--- config.mk ---
export PLATFORM = sky130hd
export DESIGN_NAME = matrix_stream_reader
export DESIGN_NICKNAME = d
export VERILOG_FILES = /design/src/rtl/matrix_stream_reader.sv
export SDC_FILE = /design/constraint.sdc
export NUM_CORES = 1
export LEC_CHECK = 0
export BUFFER_PORTS_ARGS = -buffer_cell sky130_fd_sc_hd__buf_4
export CAP_MARGIN = 5
export CORE_UTILIZATION = 41
export CTS_BUF_LIST = sky130_fd_sc_hd__clkbuf_4
export CTS_CLUSTER_DIAMETER = 120
export DETAILED_ROUTE_END_ITERATION = 8
export HOLD_SLACK_MARGIN = 0.1
export PLACE_DENSITY = 0.64
export SETUP_SLACK_MARGIN = 0.2
export SLEW_MARGIN = 30
export SYNTH_ARGS = -nofsm -noshare
export SYNTH_HDL_FRONTEND = slang
export SYNTH_SLANG_ARGS = --single-unit
--- constraint.sdc ---
create_clock -name clk -period 10.3 [get_ports clk]
set_input_delay 1.545 -clock clk [delete_from_list [all_inputs] [get_ports clk]]
set_output_delay 1.545 -clock clk [all_outputs]
set_load 0.02 [all_outputs]
--- src/rtl/matrix_stream_reader.sv ---
// matrix_stream_reader: snapshots a flat 5x5 row-major matrix on start and
// streams the live r x c region one element per valid/ready handshake.
module matrix_stream_reader #(
    parameter int unsigned DATA_WIDTH = 9
) (
    input  logic                  clk,
    input  logic                  reset_n,
    input  logic                  en,
    input  logic [2:0]            r_in,
    input  logic [2:0]            c_in,
    input  logic [DATA_WIDTH-1:0] data_in_0,
    input  logic [DATA_WIDTH-1:0] data_in_1,
    input  logic [DATA_WIDTH-1:0] data_in_2,
    input  logic [DATA_WIDTH-1:0] data_in_3,
    input  logic [DATA_WIDTH-1:0] data_in_4,
    input  logic [DATA_WIDTH-1:0] data_in_5,
    input  logic [DATA_WIDTH-1:0] data_in_6,
    input  logic [DATA_WIDTH-1:0] data_in_7,
    input  logic [DATA_WIDTH-1:0] data_in_8,
    input  logic [DATA_WIDTH-1:0] data_in_9,
    input  logic [DATA_WIDTH-1:0] data_in_10,
    input  logic [DATA_WIDTH-1:0] data_in_11,
    input  logic [DATA_WIDTH-1:0] data_in_12,
    input  logic [DATA_WIDTH-1:0] data_in_13,
    input  logic [DATA_WIDTH-1:0] data_in_14,
    input  logic [DATA_WIDTH-1:0] data_in_15,
    input  logic [DATA_WIDTH-1:0] data_in_16,
    input  logic [DATA_WIDTH-1:0] data_in_17,
    input  logic [DATA_WIDTH-1:0] data_in_18,
    input  logic [DATA_WIDTH-1:0] data_in_19,
    input  logic [DATA_WIDTH-1:0] data_in_20,
    input  logic [DATA_WIDTH-1:0] data_in_21,
    input  logic [DATA_WIDTH-1:0] data_in_22,
    input  logic [DATA_WIDTH-1:0] data_in_23,
    input  logic [DATA_WIDTH-1:0] data_in_24,
    input  logic                  out_ready,
    output logic                  out_valid,
    output logic [DATA_WIDTH-1:0] out_data,
    output logic [2:0]            out_row,
    output logic [2:0]            out_col,
    output logic                  out_last_col,
    output logic                  out_last,
    output logic                  busy,
    output logic                  done,
    output logic                  isValid
);

    localparam int unsigned N_ELEM = 25;
    localparam int unsigned DIM    = 5;
    localparam int unsigned IDX_W  = 5;

    typedef enum logic [1:0] {
        S_IDLE = 2'd0,
        S_SEND = 2'd1,
        S_DONE = 2'd2
    } state_t;

    state_t r_state;
    state_t w_next_state;

    logic [DATA_WIDTH-1:0] w_data_in [N_ELEM];
    logic [DATA_WIDTH-1:0] r_buf     [N_ELEM];

    logic [2:0]            r_row, r_col, r_rows, r_cols;
    logic [2:0]            w_nxt_row, w_nxt_col, w_nxt_rows, w_nxt_cols;
    logic [IDX_W-1:0]      w_nxt_idx;
    logic                  w_legal, w_last_col, w_last_row, w_hs, w_load;
    logic [DATA_WIDTH-1:0] w_nxt_data;
    logic                  w_nxt_is_valid, w_nxt_last_col, w_nxt_last;

    logic                  r_out_valid, r_out_last_col, r_out_last;
    logic                  r_busy, r_done, r_is_valid;
    logic [DATA_WIDTH-1:0] r_out_data;

    assign w_data_in[0]  = data_in_0;
    assign w_data_in[1]  = data_in_1;
    assign w_data_in[2]  = data_in_2;
    assign w_data_in[3]  = data_in_3;
    assign w_data_in[4]  = data_in_4;
    assign w_data_in[5]  = data_in_5;
    assign w_data_in[6]  = data_in_6;
    assign w_data_in[7]  = data_in_7;
    assign w_data_in[8]  = data_in_8;
    assign w_data_in[9]  = data_in_9;
    assign w_data_in[10] = data_in_10;
    assign w_data_in[11] = data_in_11;
    assign w_data_in[12] = data_in_12;
    assign w_data_in[13] = data_in_13;
    assign w_data_in[14] = data_in_14;
    assign w_data_in[15] = data_in_15;
    assign w_data_in[16] = data_in_16;
    assign w_data_in[17] = data_in_17;
    assign w_data_in[18] = data_in_18;
    assign w_data_in[19] = data_in_19;
    assign w_data_in[20] = data_in_20;
    assign w_data_in[21] = data_in_21;
    assign w_data_in[22] = data_in_22;
    assign w_data_in[23] = data_in_23;
    assign w_data_in[24] = data_in_24;

    // Dimension legality, end-of-row/end-of-matrix and handshake decode.
    assign w_legal    = (r_in != 3'd0) && (r_in <= 3'(DIM)) &&
                        (c_in != 3'd0) && (c_in <= 3'(DIM));
    assign w_last_col = (r_col == (r_cols - 3'd1));
    assign w_last_row = (r_row == (r_rows - 3'd1));
    assign w_hs       = (r_state == S_SEND) && out_ready;

    // State register.
    always_ff @(posedge clk or negedge reset_n) begin
        if (!reset_n) begin
            r_state <= S_IDLE;
        end else begin
            r_state <= w_next_state;
        end
    end

    // Next-state logic; en low aborts from any state, including on the final handshake.
    always_comb begin
        w_next_state = r_state;
        case (r_state)
            S_IDLE: if (en && w_legal) w_next_state = S_SEND;
            S_SEND: begin
                if (!en) begin
                    w_next_state = S_IDLE;
                end else if (w_hs && w_last_col && w_last_row) begin
                    w_next_state = S_DONE;
                end
            end
            S_DONE: if (!en) w_next_state = S_IDLE;
            default: w_next_state = S_IDLE;
        endcase
    end

    // Output logic: next values for the position counters and registered outputs.
    always_comb begin
        w_nxt_row      = r_row;
        w_nxt_col      = r_col;
        w_nxt_rows     = r_rows;
        w_nxt_cols     = r_cols;
        w_load         = 1'b0;
        w_nxt_is_valid = r_is_valid;
        w_nxt_data     = r_out_data;
        case (r_state)
            S_IDLE: begin
                if (en) begin
                    w_nxt_is_valid = w_legal;
                    if (w_legal) begin
                        w_load     = 1'b1;
                        w_nxt_row  = 3'd0;
                        w_nxt_col  = 3'd0;
                        w_nxt_rows = r_in;
                        w_nxt_cols = c_in;
                    end
                end
            end
            S_SEND: begin
                if (en && w_hs) begin
                    if (!w_last_col) begin
                        w_nxt_col = r_col + 3'd1;
                    end else if (!w_last_row) begin
                        w_nxt_col = 3'd0;
                        w_nxt_row = r_row + 3'd1;
                    end
                end
            end
            default: ;
        endcase
        if (!en) begin
            w_nxt_is_valid = 1'b1;
        end
        w_nxt_idx = IDX_W'(IDX_W'(w_nxt_row) * IDX_W'(DIM) + IDX_W'(w_nxt_col));
        if (w_next_state == S_SEND) begin
            w_nxt_data = w_load ? w_data_in[w_nxt_idx] : r_buf[w_nxt_idx];
        end
        w_nxt_last_col = (w_next_state == S_SEND) && (w_nxt_col == (w_nxt_cols - 3'd1));
        w_nxt_last     = w_nxt_last_col && (w_nxt_row == (w_nxt_rows - 3'd1));
    end

    // Snapshot buffer, position counters and registered outputs.
    always_ff @(posedge clk or negedge reset_n) begin
        if (!reset_n) begin
            for (int i = 0; i < N_ELEM; i++) begin
                r_buf[i] <= '0;
            end
            r_row          <= 3'd0;
            r_col          <= 3'd0;
            r_rows         <= 3'd0;
            r_cols         <= 3'd0;
            r_out_valid    <= 1'b0;
            r_out_data     <= '0;
            r_out_last_col <= 1'b0;
            r_out_last     <= 1'b0;
            r_busy         <= 1'b0;
            r_done         <= 1'b0;
            r_is_valid     <= 1'b1;
        end else begin
            if (w_load) begin
                for (int i = 0; i < N_ELEM; i++) begin
                    r_buf[i] <= w_data_in[i];
                end
            end
            r_row          <= w_nxt_row;
            r_col          <= w_nxt_col;
            r_rows         <= w_nxt_rows;
            r_cols         <= w_nxt_cols;
            r_out_valid    <= (w_next_state == S_SEND);
            r_out_data     <= w_nxt_data;
            r_out_last_col <= w_nxt_last_col;
            r_out_last     <= w_nxt_last;
            r_busy         <= (w_next_state == S_SEND);
            r_done         <= (w_next_state == S_DONE);
            r_is_valid     <= w_nxt_is_valid;
        end
    end

    assign out_valid    = r_out_valid;
    assign out_data     = r_out_data;
    assign out_row      = r_row;
    assign out_col      = r_col;
    assign out_last_col = r_out_last_col;
    assign out_last     = r_out_last;
    assign busy         = r_busy;
    assign done         = r_done;
    assign isValid      = r_is_valid;

endmodule
Word level (Yosys, flattened, before mapping):

Cells that the tools add are included.
Widths: inputs -> output; s select.

* reduce and logical (&&, ||, !) cells: 13
* magnitude comparators: 3
* muxes and demuxes: 35
* $add $sub $neg: 7
* equality and inequality tests: 9
* multiply operators: 1
* bitwise logic cells: 1

Operators with widths (count)
* $bmux 9 s5: 2
* $mux 3: 16
* $mux 9: 5
* $eq 3x3->1: 4
* $pmux 3 s2: 2
* $sub 3x1->3 const B: 4
* $logic_and 1x1->1: 10
* $mux 2: 4
* $add 3x1->3 const B: 2
* $ge 6x6->1 const B: 1
* $le 3x3->1 const B: 2
* $not 5->6: 1
* $pmux 2 s3: 1
* $reduce_bool 3->1: 2
* $add 5x3->5: 1
* $mul 3x3->5 const B: 1
* $mux 1: 5
* $eq 2x1->1 const B: 2
* $eq 2x2->1 const B: 2
* $logic_not 2->1: 1
* $ne 2x1->1 const B: 1

* output and inout bits: 21
* logic and storage cells: 105
* input port bits: 235
* register bits: 253

Logic depth before layout (Yosys ltp):

Gate-level depths: netlist of the first run.

* word-level depth: 14
* depth in mapped cells: 19
* gate-level depth less buffers: 16

Worst setup path after synthesis of the first run:

OpenSTA, ideal clock, no wires.

* path kind: input-to-reg
* from: input port c_in[1]
* to: register r_out_data[8] (netlist: out_data[8])
* required time: 10.166 ns
* path buffers: 4
* path slack: 4.494 ns
* library setup time: 0.134 ns
* cell stages on the path: 14
* data arrival time: 5.672 ns
* path through: a211oi_1 -> and4_1 -> clkbuf_1 -> clkbuf_1 -> clkbuf_1 -> nor2_1 -> ha_1 -> ha_1 -> fa_1 -> xor2_2 -> buf_2 -> mux4_2 -> o21ai_0 -> o211ai_2

* elaborated cells on any way between the ends: 27
* classes of those cells: add/sub: 1; mul: 1; order compare: 1; eq/ne: 1; mux: 18; bitwise: 1; reduce/logical: 4

RTL lines
* from (decl): RTL line 10 `input logic [2:0] c_in,`
* branches (longest 2 deep; another with $le 3x3->1)
* $logic_and 1x1->1 *: RTL line 103 `(c_in != 3'd0) && (c_in <= 3'(DIM));`
* $mux 3 *: RTL line 147 `if (w_legal) begin`
* $mux 3 *: RTL line 145 `if (en) begin`
* $pmux 3 s2 *: RTL line 143 `case (r_state)`
* net w_nxt_col[0]: RTL line 65 `logic [2:0] w_nxt_row, w_nxt_col, w_nxt_rows, w_nxt_cols;`
* $add 5x3->5 *: RTL line 171 `w_nxt_idx = IDX_W'(IDX_W'(w_nxt_row) * IDX_W'(DIM) + IDX_W'(w_nxt_col));`
* $not 5->6 (implied by the code) *: RTL line 173 `w_nxt_data = w_load ? w_data_in[w_nxt_idx] : r_buf[w_nxt_idx];`
* $bmux 9 s5: RTL line 173
* $mux 9 (implied by the code) (2 in a row): RTL line 173
* $mux 9 *: RTL line 173
* to (signal assigned): RTL line 207 `r_out_data <= w_nxt_data;`
* to (decl): RTL line 73 `logic [DATA_WIDTH-1:0] r_out_data;`

Mark *: on every way through the listed nets, which the timed path passes. The select of a mux whose other input is x is not followed.
A chain may end at the register's enable or synchronous reset.

Final worst setup path of the first run:

* from: input port c_in[1]
* to: register r_out_data[1] (netlist: out_data[1])

The elaborated chain is that of the path after synthesis.

==> impl_metrics.ini, run 1 <==
[clocking]
postCtsHoldBufs = 0
cts_buffer_depth = 3
cts.repair.resized = 0
clkSinkCount = 253
cts_tree = yes
cts_buffers = 73
worstSkewPairLatency_ns = 0.71
cts_setup_buffers = 0
clk_pin_slew_worst_paths_ns = 0.06
cts-root-buf = clkbuf_4
h-tree-depth = 3

[routing]
wl_mm = 42.51
antenna_left = 0
drc = 0
vias_per_cell = 5.421
wl_met3_mm = 3.277
top_layer_used = met4
dr.first_iter.drc_count = 1089
via_count = 11610
wl_met1_mm = 17.88
met2_length_mm = 20.55
wire_per_inst_microns = 19.85
first_pass_iters = 5

[cells_and_area]
layout.cells.non_filler = 2141
seq_area_sq_um = 6332
drive_above_1_share_pct = 30.15
synthToLayoutAreaGrowth_pct = 23.52
fillers = 3074
layout_commonest_cell = nand2_1
fin_nets = 1897
multi_input_area_sq_um = 7029
postLayoutCellArea_sq_um = 16950
final_cell_mix = 694 x nand2_1, 263 x buf_4, 252 x dfrtp_1

[synth]
synth_flop_cell = dfrtp_1
synth_edf_count = 0
ys_seq_area_share_pct = 46.16
synth_nets = 1647
synthArstFlopShare_pct = 100.0
syn_area_per_cell_sq_um = 9.814
synth_cell_types = 55
netlist_area_sq_um = 13720
synth-seq-cells = 253
syn_inst = 1398
yosysWarningCount = 0

[power]
power_mw = 3.915
p_leak_nw = 8.404
switching_power_mw = 1.411
switching_share_pct = 36.05
pwr-share-clk_pct = 23.7
intPower_mw = 2.504
sequentialPowerShare_pct = 36.0
combPwrFrac_pct = 40.3
powerDensity_nw_per_um2 = 231.0
ir_drop_uv = 118.1

[critical_path]
critPathKind = in2reg
crit_path_end_kind = flop
critPathLaunch = c_in[1]
arrival_ns = 6.55
worst-path-max-fanout = 86
r2r_start = out_col[2]
crit_required_ns = 10.80
critPathLaunchType = input port

[outcome]
outcome = complete, no violations

[floorplanning]
io_pins = 256
die_w_microns = 184.9
dieArea_sq_um = 34200
die_y_microns = 184.9
fp-row-count = 66
start_util_pct = 41.95
design.core.area_sq_um = 32700

[timing]
setup_viol = 0
fin_crit_sh_pct = 58.75
slew_headroom_pct = 35.90
setup_tns_ns = 0
rsz0062_at_grt = false
finalHoldWorstSlack_ns = 0.4710
slew_viol_final = 0
worst_pin_slew_ns = 0.9583
hold_violations = 0
max_freq_ghz = 0.1653
fin_crit_ns = 6.051
finClkSkew_ns = 0.05863

[hold_path]
hold_path_class = reg2reg
hold_start = r_buf[194]

[grt]
grt_max_degree = 124
grt_overflow = 0
grt.total_usage_pct = 25.52
first_global_vias = 11770
antenna_found_initial = 1
grt_pass1_wl_mm = 65.90

[place]
place_congestion = 0.8588
io_buffers = 255
dp_hpwl_mm = 29.84
place_inst = 2013
place_area_sq_um = 15980

[run]
maxCapViolations = 0
==> cells by family after synthesis <==
kind of cell / count (synthesis) / share of synthesized area [%]
simple gates: 758 / 22.07
mux: 147 / 20.67
compound gates: 100 / 4.970
fa+ha+maj: 14 / 1.332
xor+xnor: 20 / 1.787
flops: 253 / 46.16
buf+inv: 106 / 3.019
==> worst max-delay path, stage by stage <==
cell,delay [ns]
buf_4,0.12
a211oi_1,0.36
and4_4,0.88
nor4bb_1,0.16
a211o_1,0.32
ha_1,0.32
ha_4,0.18
fa_2,0.55
buf_4,0.59
nor2b_1,0.81
a21oi_1,0.20
o211ai_1,0.14
a21oi_1,0.08
o21ai_0,0.12
o211ai_1,0.12
==> state kept, by name, summed over array words and instances, names as in the netlist <==
register / cells
out_row: 3
out_last_col: 1
isValid: 1
out_data: 9
r_rows: 3
r_buf: 225
out_last: 1
out_col: 3
done: 1
r_state: 2
busy: 1
r_cols: 3
==> cell type report <==
class / count / area share (%)
multi-input combinational: 1039 / 41.48
sequential: 253 / 37.37
timing repair buffer: 270 / 12.33
clock buffer: 105 / 4.651
tap: 442 / 3.263
clock inverter: 20 / 0.6497
inverter: 11 / 0.2436
antenna: 1 / 0.01477
==> layer usage <==
metal | global-route usage, % | vias up
li1 | - | 5274
met3 | 5.014 | 56
met5 | 0 | -
met4 | 7.537 | 0
met1 | 35.12 | 5741
met2 | 40.95 | 536
==> final timing paths <==
check                      depth (start not counted)           to  slack (ns)
max in group asynchronous                          3  out_data[3]        8.05
hold reg to reg                                    2   r_buf[194]        0.47
setup reg to reg                                  15  out_data[1]        4.78
hold / removal                                     2   r_buf[194]        0.47
setup / recovery                                  15  out_data[1]        4.25
min in group asynchronous                          1    r_buf[39]        0.78
==> per-stage QoR <==
stage                     worst slack, ns  util (%)
after detailed placement            3.559     48.86
after CTS                           4.270     51.61
final                               4.249     51.82
after floorplan                     4.494         -
after global routing                3.989     51.82
after global placement              3.473     48.81
==> cells in the mapped netlist, types with 3 or more instances <==
library cell	n	share of area [%]
a2111oi_0	8	0.51
a21boi_0	3	0.16
a21oi_1	38	1.4
a32o_1	8	0.58
buf_1	10	0.27
buf_2	7	0.26
clkbuf_1	76	2.1
dfrtp_1	252	46
ha_1	13	1.2
inv_1	11	0.30
mux2i_1	38	2.8
mux4_2	109	18
nand2_1	694	19
nand2b_1	8	0.36
nand3_1	20	0.73
nor2_1	3	0.082
nor2b_1	11	0.50
o211ai_1	17	0.93
o21ai_0	12	0.44
or3_1	3	0.14
xnor2_1	11	0.70
xor2_1	4	0.26
==> power by group through the flow <==
stage,Clock [mW],Sequential (mW),Combinational [mW]
5_1_grt,1.01,1.44,1.71
6_report,0.929,1.41,1.58
3_5_place_dp,0,1.42,1.57
3_3_place_gp,0,1.41,1.55
4_1_cts,0.953,1.41,1.58
2_1_floorplan,0,1.39,1.09
No activity file was read; power rests on OpenSTA's default activity.
==> run 2: changes to the inputs <==
Clock period 10.3 ns to 6.23 ns, I/O delays scaled along.
==> run 2 against run 1 <==
Compared with the run above: total power rose by 70%; clock skew fell by 0.015 ns; cell area rose by 0.83%; worst setup slack got worse by 3.1 ns; largest cell class unchanged.
==> impl_metrics.ini, run 2 (synthesized netlist as in run 1, its figures left out) <==
[hold_path]
hold_start = data_in_6[7]
hold_path_class = in2reg
whs_endpoint = r_buf[169]
hold-path-cell-count = 3

[timing]
fin_crit_sh_pct = 82.01
setup_viol = 0
max_freq_ghz = 0.1957
finalHoldWorstSlack_ns = 0.4229
fin_ws_ns = 1.121
worst_pin_slew_ns = 0.9199
finClkSkew_ns = 0.04351
slew_headroom_pct = 38.68
rsz0062_at_grt = false
slew_viol_final = 0
hold_violations = 0
setup_tns_ns = 0
fin_crit_ns = 5.109

[cells_and_area]
drive_above_1_share_pct = 30.17
synthToLayoutAreaGrowth_pct = 24.54
layout.cells.non_filler = 2151
largest_reg_flops = 225
layout_commonest_cell = nand2_1
top_register = r_buf
final_cell_mix = 694 x nand2_1, 264 x buf_4, 252 x dfrtp_1
fin_nets = 1902

[power]
powerDensity_nw_per_um2 = 389.9
p_leak_nw = 8.477
ir_drop_uv = 235.4

[place]
dp_worst_setup_slack_ns = 0.9713
place_congestion = 0.8978
place_inst = 2016
io_buffers = 255
dp_hpwl_mm = 30.70

[critical_path]
crit_path_end_kind = flop
r2r_cells = 14
critPathLaunchType = flop
r2r-end = out_data[2]
arrival_ns = 5.66
crit_slowest_cell = fa_2
r2r_start = out_col[2]
crit_required_ns = 6.78
crit_path_max_incr_delay_ns = 1.05
worst-path-max-fanout = 31
critPathKind = reg2reg
cp_cell_sequence = xor3_2, nor4_2, nand2_1, mux2i_1, nor2_1, ha_1, ha_4, fa_2, nor2b_1, a21oi_1, o211ai_1, a21oi_1, o21ai_0, o211ai_1
r2r_slack_ns = 1.12

[clocking]
h-tree-depth = 3
worstSkewPairLatency_ns = 0.71
cts_setup_buffers = 0
postCtsHoldBufs = 0
cts_tree = yes
clkSinkCount = 253
clk_pin_slew_worst_paths_ns = 0.06
cts_buffers = 74
cts_buffer_depth = 3
cts.repair.resized = 0
cts-root-buf = clkbuf_4

[floorplanning]
die_w_microns = 184.9
dieArea_sq_um = 34200
die_y_microns = 184.9
fp-row-count = 66
start_util_pct = 41.95
design.core.area_sq_um = 32700
io_pins = 256

[routing]
via_count = 11560
wire_per_inst_microns = 20.23
antenna_left = 0
first_pass_iters = 5
drc = 0
wl_mm = 43.52
vias_per_cell = 5.375
dr.first_iter.drc_count = 1055

[grt]
grt.total_usage_pct = 26.29
first_global_vias = 11710
grt_overflow = 0
grt_max_degree = 135
grt_pass1_wl_mm = 66.99
antenna_found_initial = 1

[run]
maxCapViolations = 0

[outcome]
outcome = complete, no violations
run 2: cell count changes in the layout (fill, tap and decap cells not counted), moves of 2 or more:
cell / delta
inv_6: -4
buf_6: -3
clkinv_1: +4
clkinv_4: -2
buf_12: +4
bufinv_16: +2
clkbuf_4: +3
run 2: power breakdown:
group          switching [mW]  total, mW  internal [mW]  leakage [nW]
clock network           0.753       1.63          0.877         0.562
registers               0.267       2.34           2.07          3.16
logic                    1.40       2.70           1.30          4.75
run 2: critical path: cells and delay by family, from the launching register on:
kind	cells	cell delay, ns
muxes	1	0.16
adders and majority gates	3	1.55
DFF	1	0.48
AOI/OAI and AO/OA	5	0.62
and+or+nand+nor	4	1.59
xor gates and xnor gates	1	0.53
run 2: final cells by class:
class	instances	area [sq um]
well taps	442	553.0
diodes	2	5.005
clock buffers	108	810.8
clock inverters	22	141.4
multi-input cells	1039	7022
fillers	3055	15620
inverters	11	41.29
flip-flops and latches	253	6332
repair buffers	274	2181
run 2: worst max path at each step:
stage	from	endpoint	slack, ns	cells past startpoint
after CTS	out_col[2]	out_data[7]	1.13	12
after global routing	out_col[2]	out_data[4]	0.76	14
after detailed placement	c_in[1]	out_data[4]	0.97	14
after floorplan	c_in[1]	out_data[8]	1.03	14
final	out_col[2]	out_data[2]	1.12	14
after global placement	c_in[1]	out_data[5]	1.02	14
run 2: metrics by stage:
stage	utilization [%]	instance area (sq um)	power, mW
2_1_floorplan	-	13720	4.110
3_3_place_gp	49.01	16030	5.008
3_5_place_dp	49.11	16060	5.049
4_1_cts	52.02	17010	6.711
5_1_grt	52.25	17090	7.056
6_report	52.25	17090	6.662
run 2: layer usage:
metal  global-route usage [%]  vias up  part of all wire (%)
met3                    5.938       89                   8.4
met4                    9.752        0                   3.0
met1                    34.95     5647                    41
li1                         -     5288                     -
met5                        0        -                     0
met2                    42.06      538                    48
==> run 3: changes to the inputs <==
Settings changed: ABC_AREA set to 1, PLACE_DENSITY 0.64 to 0.63.
Clock period 6.23 ns to 4.9 ns, I/O delays scaled along.
==> run 3 against run 2 <==
Compared with the run above: hold slack worse by 0.22 ns; register-to-register slack worse by 0.59 ns; combinational power increased by 56%; routed wire length rose by 16%; non-clock buffer count increased by 15; area after synthesis is 7.4% higher; global-route usage increased by 1.5 points; die area rose by 7.3%; critical path depth is 7 higher; cell area rose by 5.1%; utilization decreased by 1.6 points; final cell count is 31% higher; critical path type unchanged; highest routed layer unchanged.
==> impl_metrics.ini, run 3 <==
[outcome]
outcome = complete, no violations

[floorplanning]
die_w_microns = 191.6
die_y_microns = 191.6
start_util_pct = 41.53
design.core.area_sq_um = 35480
io_pins = 256
dieArea_sq_um = 36700
fp-row-count = 69

[synth]
yosysMostFrequentCell = nand2_1
synth-seq-cells = 253
synth_nets = 2334
synth_edf_count = 0
yosys-top-cells-area = dfrtp_1 43%, nand2_1 17%, o21ai_0 11%
synthArstFlopShare_pct = 100.0
ys_seq_area_share_pct = 42.97
yosysWarningCount = 0
syn_area_per_cell_sq_um = 7.067
synthTopCellsByCount = 648 x nand2_1, 317 x o21ai_0, 252 x dfrtp_1
synth_flop_cell = dfrtp_1
synth_cell_types = 42
synth_top_area_share_pct = 42.80
netlist_area_sq_um = 14740
synth_top_area_cell = dfrtp_1
syn_inst = 2085

[cells_and_area]
fin_nets = 2552
top_register = r_buf
final_cell_mix = 648 x nand2_1, 317 x o21ai_0, 276 x buf_4
fillers = 3570
layout_commonest_cell = nand2_1
largest_reg_flops = 225
synthToLayoutAreaGrowth_pct = 21.92
drive_above_1_share_pct = 19.42

[clocking]
cts-root-buf = clkbuf_4
cts_buffers = 74
cts_buffer_depth = 3
cts_tree = yes
clk_pin_slew_worst_paths_ns = 0.07
cts_setup_buffers = 0
worstSkewPairLatency_ns = 0.73
clkSinkCount = 253
h-tree-depth = 3

[routing]
drc = 0
wire_per_inst_microns = 17.95
via_count = 15010
first_pass_iters = 7
vias_per_cell = 5.331
antenna_left = 0
wl_mm = 50.54
dr.first_iter.drc_count = 1592

[timing]
rsz0062_at_grt = false
fin_ws_ns = 0.5282
finClkSkew_ns = 0.04899
setup_tns_ns = 0
fin_crit_ns = 4.372
worst_pin_slew_ns = 1.023
max_freq_ghz = 0.2287
setup_viol = 0
hold_violations = 0
fin_crit_sh_pct = 89.22
slew_headroom_pct = 31.80
slew_viol_final = 0

[critical_path]
arrival_ns = 4.99
r2r-end = out_data[4]
cp_cell_sequence = inv_1, ha_1, nand2_1, and2_1, nand2_2, nor2_8, nand3_1, o21ai_2, ha_1, a21boi_0, nor2_1, fa_2, inv_2, buf_4, o21ai_0, o21ai_1, nand3b_1, nand3_2, nand2_1, nand2_1, nand2_1
worst-path-max-fanout = 18
critPathTopFamily = simple AND/OR/NAND/NOR gates
critical_path_buf_inv_count = 3
crit_path_max_incr_delay_ns = 0.52
cp-endpoint = out_data[4]
critPathLaunchType = flop
crit_path_frequent_cell = nand2_1
cp_num_cells = 21
crit_path_end_kind = flop
r2r_slack_ns = 0.53
r2r_cells = 21
crit_required_ns = 5.52
crit_slowest_cell = fa_2
critPathKind = reg2reg
critPathLaunch = r_cols[1]
r2r_start = r_cols[1]

[place]
dp_hpwl_mm = 34.86
dp_worst_setup_slack_ns = 0.2489
place_congestion = 0.8967
io_buffers = 255

[run]
maxCapViolations = 0

[grt]
grt_overflow = 0
first_global_vias = 14280
grt_pass1_wl_mm = 78.36
grt.total_usage_pct = 27.79
antenna_found_initial = 1
grt_max_degree = 132

[hold_path]
hold_path_class = in2reg
hold_start = data_in_0[8]

[power]
intPower_mw = 5.299
pwr-share-clk_pct = 23.3
switching_power_mw = 4.003
powerDensity_nw_per_um2 = 517.8
switching_share_pct = 43.03
ir_drop_uv = 250.7
combPwrFrac_pct = 45.2
p_leak_nw = 9.305
sequentialPowerShare_pct = 31.5
## run 3: repair_timing
item,CTS,global route
hold buffers,1,0
gates resized for setup,0,2
endpoints found under the setup margin,0,3
hold endpoints to repair,3,0
## run 3: kinds of logic after synthesis
family	count (synthesis)	synth area share [%]
buffers and inverters	318	9.085
and+or+nand+nor	979	28.04
DFF	253	42.97
adders and majority gates	14	1.240
xor gates and xnor gates	4	0.2377
AOI/OAI and AO/OA	517	18.43
## run 3: stage by stage
step	area [sq um]	hold WS [ns]	utilization [%]	std cells	total power, mW
after detailed placement	16950	0.4604	47.78	2687	7.122
after floorplan	14740	0.4394	-	2085	5.652
after global placement	16950	0.4558	47.77	2687	7.101
final	17970	0.2064	50.63	2815	9.303
after CTS	17960	0.1523	50.61	2814	9.338
after global routing	17970	0.1827	50.63	2815	9.987
## run 3: how the worst min path moves through the flow
stage | to | slack [ns] | cells past startpoint
after global placement | r_buf[21] | 0.46 | 2
after floorplan | busy | 0.44 | 0
final | r_buf[224] | 0.21 | 3
after CTS | r_buf[224] | 0.15 | 3
after detailed placement | r_buf[54] | 0.46 | 2
after global routing | r_buf[36] | 0.18 | 3
## run 3: area by class of cell
| type | instances | area (sq um) | share of cell area [%] |
|---|---|---|---|
| sequential | 253 | 6332 | 35.25 |
| multi-input combinational | 1514 | 7106 | 39.55 |
| antenna | 1 | 2.502 | 0.01393 |
| clock inverter | 18 | 182.7 | 1.017 |
| tap | 461 | 576.8 | 3.211 |
| timing repair buffer | 289 | 2308 | 12.85 |
| clock buffer | 108 | 810.8 | 4.513 |
| inverter | 171 | 646.9 | 3.601 |
## run 3: worst reg2reg max path: stages, from the launching register on
cell,delay [ns]
dfrtp_1,0.36
inv_1,0.10
ha_1,0.26
nand2_1,0.07
and2_1,0.13
nand2_2,0.09
nor2_8,0.15
nand3_1,0.18
o21ai_2,0.30
ha_1,0.30
a21boi_0,0.15
nor2_1,0.20
fa_2,0.52
inv_2,0.25
buf_4,0.29
o21ai_0,0.12
o21ai_1,0.30
nand3b_1,0.22
nand3_2,0.08
nand2_1,0.09
nand2_1,0.05
nand2_1,0.07
## run 3: metal layers
metal / vias up / track usage, % / part of all wire [%]
li1: 7237 / - / -
met1: 7013 / 38.00 / 43
met2: 661 / 43.05 / 46
met3: 95 / 5.335 / 8.4
met4: 0 / 11.54 / 3.4
met5: - / 0 / 0
## run 3: power groups by stage
stage                     clock network [mW]  logic (mW)  registers, mW
final                                   2.17        4.20           2.93
after global routing                    2.33        4.67           2.99
after CTS                               2.22        4.19           2.92
after detailed placement                   0        4.17           2.95
after global placement                     0        4.16           2.94
after floorplan                            0        2.72           2.93
